--- src/rtl/slc3_isdu.sv ---
`default_nettype none
// ============================================================================
// Module   : slc3_isdu
// Purpose  : SLC-3 instruction sequence/decode FSM. Optional PAUSE instruction
//            (opcode 1101) is built when SLC3_PAUSE_EN is defined.
// Revision : 1.0 - initial release
// ============================================================================
module slc3_isdu #(
  parameter int MEM_WAIT = 2
) (
  input  logic       Clk,
  input  logic       Reset,
  input  logic       Run,
  input  logic       Continue,
  input  logic [3:0] Opcode,
  input  logic       IR_5,
  input  logic       IR_11,
  input  logic       BEN,
  output logic       LD_MAR,
  output logic       LD_MDR,
  output logic       LD_IR,
  output logic       LD_BEN,
  output logic       LD_CC,
  output logic       LD_REG,
  output logic       LD_PC,
  output logic       LD_LED,
  output logic       GatePC,
  output logic       GateMDR,
  output logic       GateALU,
  output logic       GateMARMUX,
  output logic [1:0] PCMUX,
  output logic [1:0] ADDR2MUX,
  output logic [1:0] ALUK,
  output logic       SR2MUX,
  output logic       ADDR1MUX,
  output logic       DRMUX,
  output logic       SR1MUX,
  output logic       MARMUX,
  output logic       MIO_EN,
  output logic       Mem_OE,
  output logic       Mem_WE
);

  localparam logic [3:0] WAIT_LAST = 4'(MEM_WAIT - 1);

  typedef enum logic [4:0] {
    HALTED, S18, S33, S35, S32, S01, S05, S09, S00, S22, S12,
    S04, S21, S20, S06, S25, S27, S07, S23, S16
`ifdef SLC3_PAUSE_EN
    , PAUSE1, PAUSE2
`endif
  } state_t;

  typedef struct packed {
    logic       ld_mar;
    logic       ld_mdr;
    logic       ld_ir;
    logic       ld_ben;
    logic       ld_cc;
    logic       ld_reg;
    logic       ld_pc;
    logic       ld_led;
    logic       gate_pc;
    logic       gate_mdr;
    logic       gate_alu;
    logic       gate_marmux;
    logic [1:0] pcmux;
    logic [1:0] addr2mux;
    logic [1:0] aluk;
    logic       sr2mux;
    logic       addr1mux;
    logic       drmux;
    logic       sr1mux;
    logic       mio_en;
    logic       mem_oe;
    logic       mem_we;
  } ctrl_t;

  state_t     r_state;
  state_t     w_next;
  logic [3:0] r_cnt;
  logic [3:0] w_cnt_next;
  ctrl_t      r_ctl;

  function automatic ctrl_t decode(input state_t s, input logic ir5);
    ctrl_t c;
    c        = '0;
    c.mem_oe = 1'b1;
    c.mem_we = 1'b1;
    case (s)
      S18: begin
        c.gate_pc = 1'b1;
        c.ld_mar  = 1'b1;
        c.ld_pc   = 1'b1;
      end
      S33, S25: begin
        c.mem_oe = 1'b0;
        c.mio_en = 1'b1;
        c.ld_mdr = 1'b1;
      end
      S35: begin
        c.gate_mdr = 1'b1;
        c.ld_ir    = 1'b1;
      end
      S32: c.ld_ben = 1'b1;
      S01, S05: begin
        c.sr1mux   = 1'b1;
        c.sr2mux   = ir5;
        c.aluk     = (s == S05) ? 2'b01 : 2'b00;
        c.gate_alu = 1'b1;
        c.drmux    = 1'b1;
        c.ld_reg   = 1'b1;
        c.ld_cc    = 1'b1;
      end
      S09: begin
        c.sr1mux   = 1'b1;
        c.aluk     = 2'b10;
        c.gate_alu = 1'b1;
        c.drmux    = 1'b1;
        c.ld_reg   = 1'b1;
        c.ld_cc    = 1'b1;
      end
      S22: begin
        c.addr2mux = 2'b10;
        c.pcmux    = 2'b01;
        c.ld_pc    = 1'b1;
      end
      S12: begin
        c.sr1mux   = 1'b1;
        c.aluk     = 2'b11;
        c.gate_alu = 1'b1;
        c.pcmux    = 2'b10;
        c.ld_pc    = 1'b1;
      end
      // R7 <- PC: DRMUX stays 0 to select R7
      S04: begin
        c.gate_pc = 1'b1;
        c.ld_reg  = 1'b1;
      end
      S21: begin
        c.addr2mux = 2'b11;
        c.pcmux    = 2'b01;
        c.ld_pc    = 1'b1;
      end
      S20: begin
        c.sr1mux   = 1'b1;
        c.addr1mux = 1'b1;
        c.pcmux    = 2'b01;
        c.ld_pc    = 1'b1;
      end
      S06, S07: begin
        c.sr1mux      = 1'b1;
        c.addr1mux    = 1'b1;
        c.addr2mux    = 2'b01;
        c.gate_marmux = 1'b1;
        c.ld_mar      = 1'b1;
      end
      S27: begin
        c.gate_mdr = 1'b1;
        c.drmux    = 1'b1;
        c.ld_reg   = 1'b1;
        c.ld_cc    = 1'b1;
      end
      S23: begin
        c.aluk     = 2'b11;
        c.gate_alu = 1'b1;
        c.ld_mdr   = 1'b1;
      end
      S16: c.mem_we = 1'b0;
`ifdef SLC3_PAUSE_EN
      PAUSE1: c.ld_led = 1'b1;
`endif
      default: ;
    endcase
    return c;
  endfunction

  always_comb begin
    w_next = r_state;
    case (r_state)
      HALTED: if (Run) w_next = S18;
      S18:    w_next = S33;
      S33:    if (r_cnt == WAIT_LAST) w_next = S35;
      S35:    w_next = S32;
      S32: begin
        case (Opcode)
          4'b0001: w_next = S01;
          4'b0101: w_next = S05;
          4'b1001: w_next = S09;
          4'b0000: w_next = S00;
          4'b1100: w_next = S12;
          4'b0100: w_next = S04;
          4'b0110: w_next = S06;
          4'b0111: w_next = S07;
`ifdef SLC3_PAUSE_EN
          4'b1101: w_next = PAUSE1;
`endif
          default: w_next = S18;
        endcase
      end
      S00:    w_next = BEN ? S22 : S18;
      S04:    w_next = IR_11 ? S21 : S20;
      S06:    w_next = S25;
      S25:    if (r_cnt == WAIT_LAST) w_next = S27;
      S07:    w_next = S23;
      S23:    w_next = S16;
      S16:    if (r_cnt == WAIT_LAST) w_next = S18;
      S01, S05, S09, S12, S22, S21, S20, S27: w_next = S18;
`ifdef SLC3_PAUSE_EN
      PAUSE1: if (Continue) w_next = PAUSE2;
      PAUSE2: if (!Continue) w_next = S18;
`endif
      default: w_next = HALTED;
    endcase
  end

  // Counter runs only while a memory state holds itself; any entry clears it
  always_comb begin
    w_cnt_next = 4'd0;
    if ((w_next == r_state) && (r_state inside {S33, S25, S16}))
      w_cnt_next = r_cnt + 4'd1;
  end

`ifndef SLC3_PAUSE_EN
  logic w_unused_continue;
  assign w_unused_continue = Continue;
`endif

  // Outputs are decoded from the next state so the registered copy tracks r_state
  always_ff @(posedge Clk) begin
    if (!Reset) begin
      r_state <= HALTED;
      r_cnt   <= 4'd0;
      r_ctl   <= decode(HALTED, 1'b0);
    end else begin
      r_state <= w_next;
      r_cnt   <= w_cnt_next;
      r_ctl   <= decode(w_next, IR_5);
    end
  end

  assign LD_MAR     = r_ctl.ld_mar;
  assign LD_MDR     = r_ctl.ld_mdr;
  assign LD_IR      = r_ctl.ld_ir;
  assign LD_BEN     = r_ctl.ld_ben;
  assign LD_CC      = r_ctl.ld_cc;
  assign LD_REG     = r_ctl.ld_reg;
  assign LD_PC      = r_ctl.ld_pc;
  assign LD_LED     = r_ctl.ld_led;
  assign GatePC     = r_ctl.gate_pc;
  assign GateMDR    = r_ctl.gate_mdr;
  assign GateALU    = r_ctl.gate_alu;
  assign GateMARMUX = r_ctl.gate_marmux;
  assign PCMUX      = r_ctl.pcmux;
  assign ADDR2MUX   = r_ctl.addr2mux;
  assign ALUK       = r_ctl.aluk;
  assign SR2MUX     = r_ctl.sr2mux;
  assign ADDR1MUX   = r_ctl.addr1mux;
  assign DRMUX      = r_ctl.drmux;
  assign SR1MUX     = r_ctl.sr1mux;
  assign MARMUX     = 1'b0;
  assign MIO_EN     = r_ctl.mio_en;
  assign Mem_OE     = r_ctl.mem_oe;
  assign Mem_WE     = r_ctl.mem_we;

endmodule
`default_nettype wire

--- config.mk ---
export PLATFORM = sky130hd
export DESIGN_NAME = slc3_isdu
export DESIGN_NICKNAME = d
export VERILOG_FILES = /design/src/rtl/slc3_isdu.sv
export SDC_FILE = /design/constraint.sdc
export NUM_CORES = 1
export LEC_CHECK = 0
export CORE_ASPECT_RATIO = 0.75
export CORE_MARGIN = 4
export CORE_UTILIZATION = 65
export CTS_CLUSTER_DIAMETER = 60
export DETAILED_ROUTE_END_ITERATION = 10
export DONT_BUFFER_PORTS = 1
export PLACE_DENSITY = 0.78
export SETUP_SLACK_MARGIN = 0.5
export SLEW_MARGIN = 0
export SYNTH_ARGS = -nofsm -noshare
export SYNTH_HDL_FRONTEND = slang
export SYNTH_SLANG_ARGS = --single-unit
--- constraint.sdc ---
create_clock -name Clk -period 4 [get_ports Clk]
set_clock_uncertainty 0.15 [all_clocks]
set_input_delay 0.8 -clock Clk [delete_from_list [all_inputs] [get_ports Clk]]
set_output_delay 0.8 -clock Clk [all_outputs]
set_load 0.1 [all_outputs]
==> results of run 1 <==
Yosys cell counts (2+ instances only):
cell type  count  area [µm²]
a21o_1         2       15.01
dfxtp_1       32       640.6
nand2b_1       3       18.77
o21a_1         8       60.06
o211a_1        3       30.03
o211ai_1       2       15.01
nor2b_1        5       31.28
nor2_1        17       63.81
xnor2_1        3       26.28
nor3b_1        3       22.52
buf_2          6       30.03
nor3_1         7       35.03
o21ai_0        2       10.01
a21boi_0       2       15.01
nand4_1        2       12.51
inv_1          5       18.77
mux2i_1        3       30.03
a21boi_1       2       15.01
a31oi_1        2       12.51
a21oi_1        8       40.04
nand4bb_1      2       22.52
buf_6          3       33.78
a211oi_1       3       22.52
ha_1           8       100.1
buf_4          4       30.03
nand2_1       19       71.32
and2_1        10       62.56
nand3_1        9       45.04
clkbuf_1       3       11.26
o21ai_1        4       20.02
or3_1          2       12.51
per-stage QoR:
step / setup WS (ps) / area [µm²] / power [µW] / util [%]
6_report: 1173 / 1810 / 760.7 / 69.57
5_1_grt: 962.1 / 1810 / 790.5 / 69.57
4_1_cts: 1211 / 1810 / 764.5 / 69.57
3_5_place_dp: 1056 / 1715 / 494.3 / 65.91
3_3_place_gp: 1096 / 1715 / 491.0 / 65.91
2_1_floorplan: 1282 / 1774 / 487.3 / -
flip-flops by register name (all words and copies together) (netlist names), 2 cells and up:
register	flops
r_state	5
r_cnt	4
ADDR2MUX	2
ALUK	2
PCMUX	2
per-layer routing:
layer | vias to the layer above | global-route usage, % | wire length (µm)
li1 | 700 | - | -
met1 | 653 | 28.42 | 1675
met2 | 54 | 37.12 | 1651
met3 | 4 | 9.130 | 283
met4 | 0 | 6.931 | 31
met5 | - | 0 | 0
final cells by class:
class | instances | area share, %
sequential | 32 | 35.45
clock buffer | 7 | 3.594
clock inverter | 1 | 1.659
tap | 36 | 2.488
multi-input combinational | 152 | 55.77
inverter | 5 | 1.037
cell families after synthesis:
kind of cell    Yosys count  share of synthesized area, %
compound gates           46                         18.66
xor+xnor                  4                         1.979
fa+ha+maj                 8                         5.654
buf+inv                  21                         6.997
flops                    32                         36.18
mux                       4                         2.332
other cells               1                        0.2118
simple gates             88                         27.99
power by group through the flow:
| stage | clock network (µW) | logic, µW | registers (µW) |
|---|---|---|---|
| 2_1_floorplan | 0 | 94.9 | 392 |
| 3_3_place_gp | 0 | 91.9 | 399 |
| 3_5_place_dp | 0 | 94.7 | 400 |
| 4_1_cts | 277 | 95.2 | 392 |
| 5_1_grt | 291 | 106 | 394 |
| 6_report | 272 | 96.2 | 392 |
worst max-delay path by stage:
stage | from | to | slack (ps) | depth (start not counted)
finish | r_cnt[0] | GateMDR | 1170 | 8
floorplan | Opcode[0] | SR1MUX | 1280 | 10
detailed placement | Opcode[0] | ADDR1MUX | 1060 | 9
CTS | r_cnt[0] | GateMDR | 1210 | 8
global placement | Opcode[0] | ADDR1MUX | 1100 | 9
global route | r_cnt[0] | GateMDR | 960 | 8
==> key figures, run 1 <==
Timing
  • Unrepaired setup endpoints after global routing: no
  • Setup TNS: 0 ps
  • Hold Violations, Final: 0
  • Worst Tran Pin Value: 996.7 ps
  • Fmax achieved: 353.7 MHz
  • Max-slew violation count: 0
  • Worst relative slew slack: 33.71%
  • Tcrit/Tclk final: 70.68%
  • Hold_ws: 339.3 ps
  • Final setup viols: 0
  • Fin crit period: 2827 ps

Routing
  • Avg Vias per Cell: 6.056
  • 1st-iter DRT viols: 49
  • DRC Markers: 0
  • Final wirelength: 3643 µm
  • Routed Antenna Nets: 0
  • Routed vias: 1411
  • Average wire per standard cell: 15.64 µm
  • Pre-antenna DRT Iters: 4

Global routing
  • First-pass GRT wire length: 6106 µm
  • Via count of the first global-routing pass: 1331
  • Initial antenna violation count: 0
  • Global Route Usage Sum: 23.15%
  • Gr ovfl total: 0
  • Pin count of the biggest net entering global routing: 23

Clocking
  • Hold buffer count at cts: 0
  • Post-CTS setup buffers: 0
  • H-tree levels: 2
  • CTS tree: done
  • Clk buf depth: 2
  • CTS Sinks: 32
  • Reg clk slew, reported paths: 100 ps
  • Post-CTS Resized: 0
  • Clk_lat worst skew: 330 ps
  • Clock buffer count from CTS: 5
  • CTS root buf: clkbuf_4

Pwr
  • Reg power frac: 51.6%
  • Internal power: 528.9 µW
  • Sw frac: 30.48%
  • Psw: 231.8 µW
  • Pleak: 0.0006974 µW
  • Peak supply drop: 0.0003394 V
  • Comb power frac: 12.6%
  • Clock power frac: 35.8%
  • PD cells: 420.2 nW/µm²

Cells and area
  • Non-Filler Instances: 233
  • Antenna cells: 0
  • Seq. cell area: 641.9 µm²
  • Area of the multi-input gates: 1010 µm²
  • Count of filler cells inserted in the layout: 216
  • Layout area overhead: 2.262%
  • Commonest non-fill, non-tap cell in the layout: dfxtp_1
  • Nets: 215
  • Share of post-route cells with drive strength above 1: 8.122%
  • Commonest cells after routing, fill and taps aside: 31 x dfxtp_1, 19 x nand2_1, 17 x nor2_1

Worst setup path
  • WS Path Type: reg -> reg
  • Worst-path maximum fanout: 13
  • R2r endpoint: GateMDR
  • Critical Path End Type: flip-flop
  • Register-to-register setup slack: 1170 ps
  • WP data required: 4120 ps
  • Top delay family on crit path: compound AO/OA/AOI/OAI gates
  • Slowest CP cell: nor3b_1
  • CP Launch Type: flip-flop
  • Worst path buffer plus inverter count: 0
  • Worst R2R Path Depth: 8
  • Worst-path cell chain: ha_1 > nor3b_1 > a211oi_1 > o2bb2a_1 > o21a_1 > nand2_1 > o31ai_1 > and2_1
  • Crit path arrival time: 2950 ps
  • Slowest cell delay on critical path: 530 ps
  • Worst r2r src: r_cnt[0]

Min path
  • Worst hold endpoint: r_cnt[0]
  • Worst hold stages: 1
  • Hold WC Path Type: reg -> reg
  • HP Start: r_cnt[0]

Logic synthesis
  • Ys flop type: dfxtp_1
  • Seq/Total Area, Yosys: 36.18%
  • Async S/R FF share, synth: 0%
  • Avg Cell Area, Syn: 8.679 µm²
  • Synth cell types: 51
  • Post-Syn Area: 1770 µm²
  • YS warnings: 0
  • EDFF count, synth: 0
  • Synth Instances: 204
  • #FFs+latches synth: 32

Run status
  • Status: completed

Floorplan
  • Die area: 3631 µm²
  • Core Area: 2603 µm²
  • IO Pins: 37
  • Die height: 53.20 µm
  • Die Wd: 68.27 µm
  • FP Rows: 16
  • Starting density of the core: 68.03%

Placed design
  • Placed Instances: 225
  • DP HPWL: 2727 µm
  • # port buffers: 0
  • RD Place Congestion: 0.8516

Job
  • Max-cap violations: 0
No activity file was read; power rests on OpenSTA's default activity.
==> run 2, diff against run 1 <==
- ABC_AREA: not set -> 1
- CORE_UTILIZATION: 65 -> 56
- PLACE_DENSITY: 0.78 -> 0.71
- clock period: 4 -> 2.4 ns (I/O delays scaled with it)
==> key figures, run 2 <==
Cells and area
  • Max reg flops: 5 (unchanged)
  • Antenna cells: 0 (unchanged)
  • Finished layout cell area: 2415 µm² (+33%)
  • Seq. cell area: 664.4 µm² (+3.5%)
  • Count of filler cells inserted in the layout: 201 (-6.9%)
  • Area of the multi-input gates: 1126 µm² (+12%)
  • Commonest cells after routing, fill and taps aside: 64 x nand2_1, 35 x buf_4, 31 x nor2_1
  • Largest regs: r_state: 5 flops, r_cnt: 4 flops
  • Share of post-route cells with drive strength above 1: 37.30% (+29 points)
  • Biggest register: r_state
  • Nets: 329 (+53%)
  • Layout area overhead: 36.69%
  • Commonest non-fill, non-tap cell in the layout: nand2_1

Timing
  • Tcrit/Tclk final: 80.82% (+10 points)
  • Fmax achieved: 515.6 MHz (+46%)
  • Hold Violations, Final: 0 (unchanged)
  • Setup TNS: 0 ps (unchanged)
  • Unrepaired setup endpoints after global routing: yes
  • Fin crit period: 1940 ps (-887.4 ps)
  • Worst relative slew slack: 64.04% (+30 points)
  • Final setup viols: 0 (unchanged)
  • Max-slew violation count: 0 (unchanged)
  • Worst Tran Pin Value: 543.9 ps (-452.9 ps)

Min path
  • Worst hold endpoint: r_state[2]
  • HP Start: Reset
  • Hold WC Path Type: in -> reg
  • Worst hold stages: 2 (+1)

Routing
  • 1st-iter DRT viols: 141 (+190%)
  • Routed Antenna Nets: 0 (unchanged)
  • Avg Vias per Cell: 5.266 (-13%)
  • Final wirelength: 4639 µm (+27%)
  • DRC Markers: 0 (unchanged)
  • Pre-antenna DRT Iters: 4 (unchanged)
  • Routed vias: 1838 (+30%)
  • Average wire per standard cell: 13.29 µm (-15%)

Logic synthesis
  • Synth top area share: 36.26% (+0.077 points)
  • YS warnings: 0 (unchanged)
  • Async S/R FF share, synth: 0% (unchanged)
  • Top cells by instance count after synthesis: 79 x nand2_1, 43 x nor2_1, 32 x dfxtp_1, 32 x inv_1, 24 x nand3_1
  • Dominant cell type by area after synthesis: dfxtp_1
  • Post-Syn Area: 1767 µm² (-0.21%)
  • EDFF count, synth: 0 (unchanged)
  • Seq/Total Area, Yosys: 36.26% (+0.077 points)
  • Ys flop type: dfxtp_1
  • Synth Instances: 274 (+34%)
  • Synth cell types: 25 (-51%)
  • Avg Cell Area, Syn: 6.448 µm² (-26%)
  • #FFs+latches synth: 32 (unchanged)
  • Synth area leaders: dfxtp_1 36%, nand2_1 17%, nor2_1 9.1%
  • Most frequent cell after synthesis: nand2_1

Floorplan
  • Core Area: 2978 µm² (+14%)
  • Die area: 4127 µm² (+14%)
  • Die Wd: 72.86 µm (+6.7%)
  • IO Pins: 37 (unchanged)
  • Starting density of the core: 59.33% (-8.7 points)
  • Die height: 56.64 µm (+6.5%)
  • FP Rows: 17 (+1)

Pwr
  • Clock power frac: 30.4% (-5.4 points)
  • Sw frac: 38.10% (+7.6 points)
  • Internal power: 1128 µW (+110%)
  • Comb power frac: 36.9% (+24 points)
  • Reg power frac: 32.7% (-19 points)
  • Pleak: 0.001301 µW (+87%)
  • Peak supply drop: 0.0007381 V (+120%)
  • PD cells: 754.7 nW/µm² (+80%)
  • Psw: 694.5 µW (+200%)

Worst setup path
  • Worst-path cell chain: buf_4 > nand3_2 > nor2_2 > nor2_4 > nand2_2 > nor2_4 > nand2_2 > nor2_4 > nand2_1 > nand2_1 > nand2_2 > o21ai_1
  • Crit path arrival time: 2000 ps (-950 ps)
  • Register-to-register setup slack: 460 ps (-710 ps)
  • Worst-path maximum fanout: 7 (-6)
  • Critical Path End Type: flip-flop
  • Worst R2R Path Depth: 12 (+4)
  • Slowest cell delay on critical path: 400 ps (-130 ps)
  • WS Path Type: reg -> reg
  • CP Launch Type: flip-flop
  • Worst r2r src: r_state[4]
  • R2r endpoint: ADDR1MUX
  • Slowest CP cell: dfxtp_4
  • WP data required: 2460 ps (-1660 ps)

Global routing
  • Gr ovfl total: 0 (unchanged)
  • Global Route Usage Sum: 22.35% (-0.80 points)
  • Initial antenna violation count: 0 (unchanged)
  • Via count of the first global-routing pass: 1687 (+27%)
  • First-pass GRT wire length: 7376 µm (+21%)
  • Pin count of the biggest net entering global routing: 12 (-48%)

Placed design
  • Area after DPL: 1948 µm² (+14%)
  • RD Place Congestion: 0.9720 (+14%)
  • DP HPWL: 2958 µm (+8.5%)
  • # port buffers: 0 (unchanged)

Clocking
  • Reg clk slew, reported paths: 60 ps (-40 ps)
  • CTS root buf: clkbuf_8
  • CTS tree: done
  • Hold buffer count at cts: 0 (unchanged)
  • Clk_lat worst skew: 280 ps (-50 ps)
  • Clk buf depth: 2 (unchanged)
  • Clock buffer count from CTS: 5 (unchanged)
  • H-tree levels: 2 (unchanged)
  • CTS Sinks: 32 (unchanged)

Job
  • Max-cap violations: 0 (unchanged)

Run status
  • Status: completed
run 2: changes by cell type after synthesis, moves of 5 or more:
cell     delta
o21a_1      -8
nand2_1    +60
nor3_1      -5
nor2b_1     -5
and2_1     -10
inv_2      +10
nor2_1     +26
nor2_2      +8
nand4_1     +5
nand3_1    +15
inv_1      +27
run 2: cell families after synthesis:
kind of cell	Yosys count	share of synthesized area, %
adder cells (fa/ha/maj)	8	5.666
XOR/XNOR	2	0.9917
flip-flops	32	36.26
AO/OA/AOI/OAI	11	3.329
buffers and inverters	51	12.11
other	1	0.2123
AND/OR/NAND/NOR	169	41.43
run 2: stage by stage:
| stage | hold slack, ps | setup WS (ps) | total power, µW | utilization (%) | instances |
|---|---|---|---|---|---|
| finish | 151.0 | 460.4 | 1823 | 81.09 | 349 |
| global route | 151.9 | 338.0 | 1902 | 81.09 | 349 |
| CTS | 146.2 | 446.6 | 1744 | 74.83 | 343 |
| detailed placement | 307.5 | 279.2 | 1119 | 65.42 | 327 |
| global placement | 302.6 | 301.7 | 1111 | 65.42 | 327 |
| floorplan | 283.4 | 492.8 | 1033 | - | 275 |
run 2: per-layer routing:
| layer | part of all wire (%) | GRT usage [%] | routed length, µm | up-vias |
|---|---|---|---|---|
| li1 | - | - | - | 905 |
| met1 | 42 | 29.57 | 1967 | 837 |
| met2 | 47 | 35.48 | 2200 | 78 |
| met3 | 7.4 | 6.261 | 343 | 18 |
| met4 | 2.7 | 6.053 | 127 | 0 |
| met5 | 0 | 0 | 0 | - |
run 2: worst max path at each step:
| stage | startpoint | end | slack, ps | depth (start not counted) |
|---|---|---|---|---|
| global route | r_cnt[0] | ADDR1MUX | 340 | 13 |
| CTS | r_cnt[1] | SR2MUX | 450 | 14 |
| global placement | Opcode[0] | ADDR1MUX | 300 | 13 |
| finish | r_state[4] | ADDR1MUX | 460 | 12 |
| detailed placement | r_state[0] | ADDR1MUX | 280 | 11 |
| floorplan | Opcode[0] | SR1MUX | 490 | 13 |
run 2: final cells by class:
cell class	count	area share [%]
clock buffer	7	3.990
clock inverter	1	1.244
inverter	42	6.839
multi-input combinational	192	46.63
sequential	32	27.51
tap	38	1.969
timing repair buffer	37	11.81
run 2: power groups by stage:
| stage | sequential [µW] | clock [µW] | combinational, µW |
|---|---|---|---|
| 2_1_floorplan | 792 | 0 | 241 |
| 3_3_place_gp | 600 | 0 | 511 |
| 3_5_place_dp | 602 | 0 | 517 |
| 4_1_cts | 595 | 562 | 587 |
| 5_1_grt | 601 | 581 | 719 |
| 6_report | 597 | 554 | 672 |
run 2: timing repair:
action / 4_1_cts / 5_1_grt
pin swaps: 15 / 23
buffers inserted: 8 / 6
resized for setup: 30 / 40
endpoints found under the setup margin: 22 / 23
run 2: worst max-delay path, delay by kind of cell (launching register included):
| family | cells | cell delay (ps) |
|---|---|---|
| AND/OR/NAND/NOR | 10 | 1100 |
| AO/OA/AOI/OAI | 1 | 80 |
| buffers and inverters | 1 | 150 |
| flip-flops | 1 | 400 |
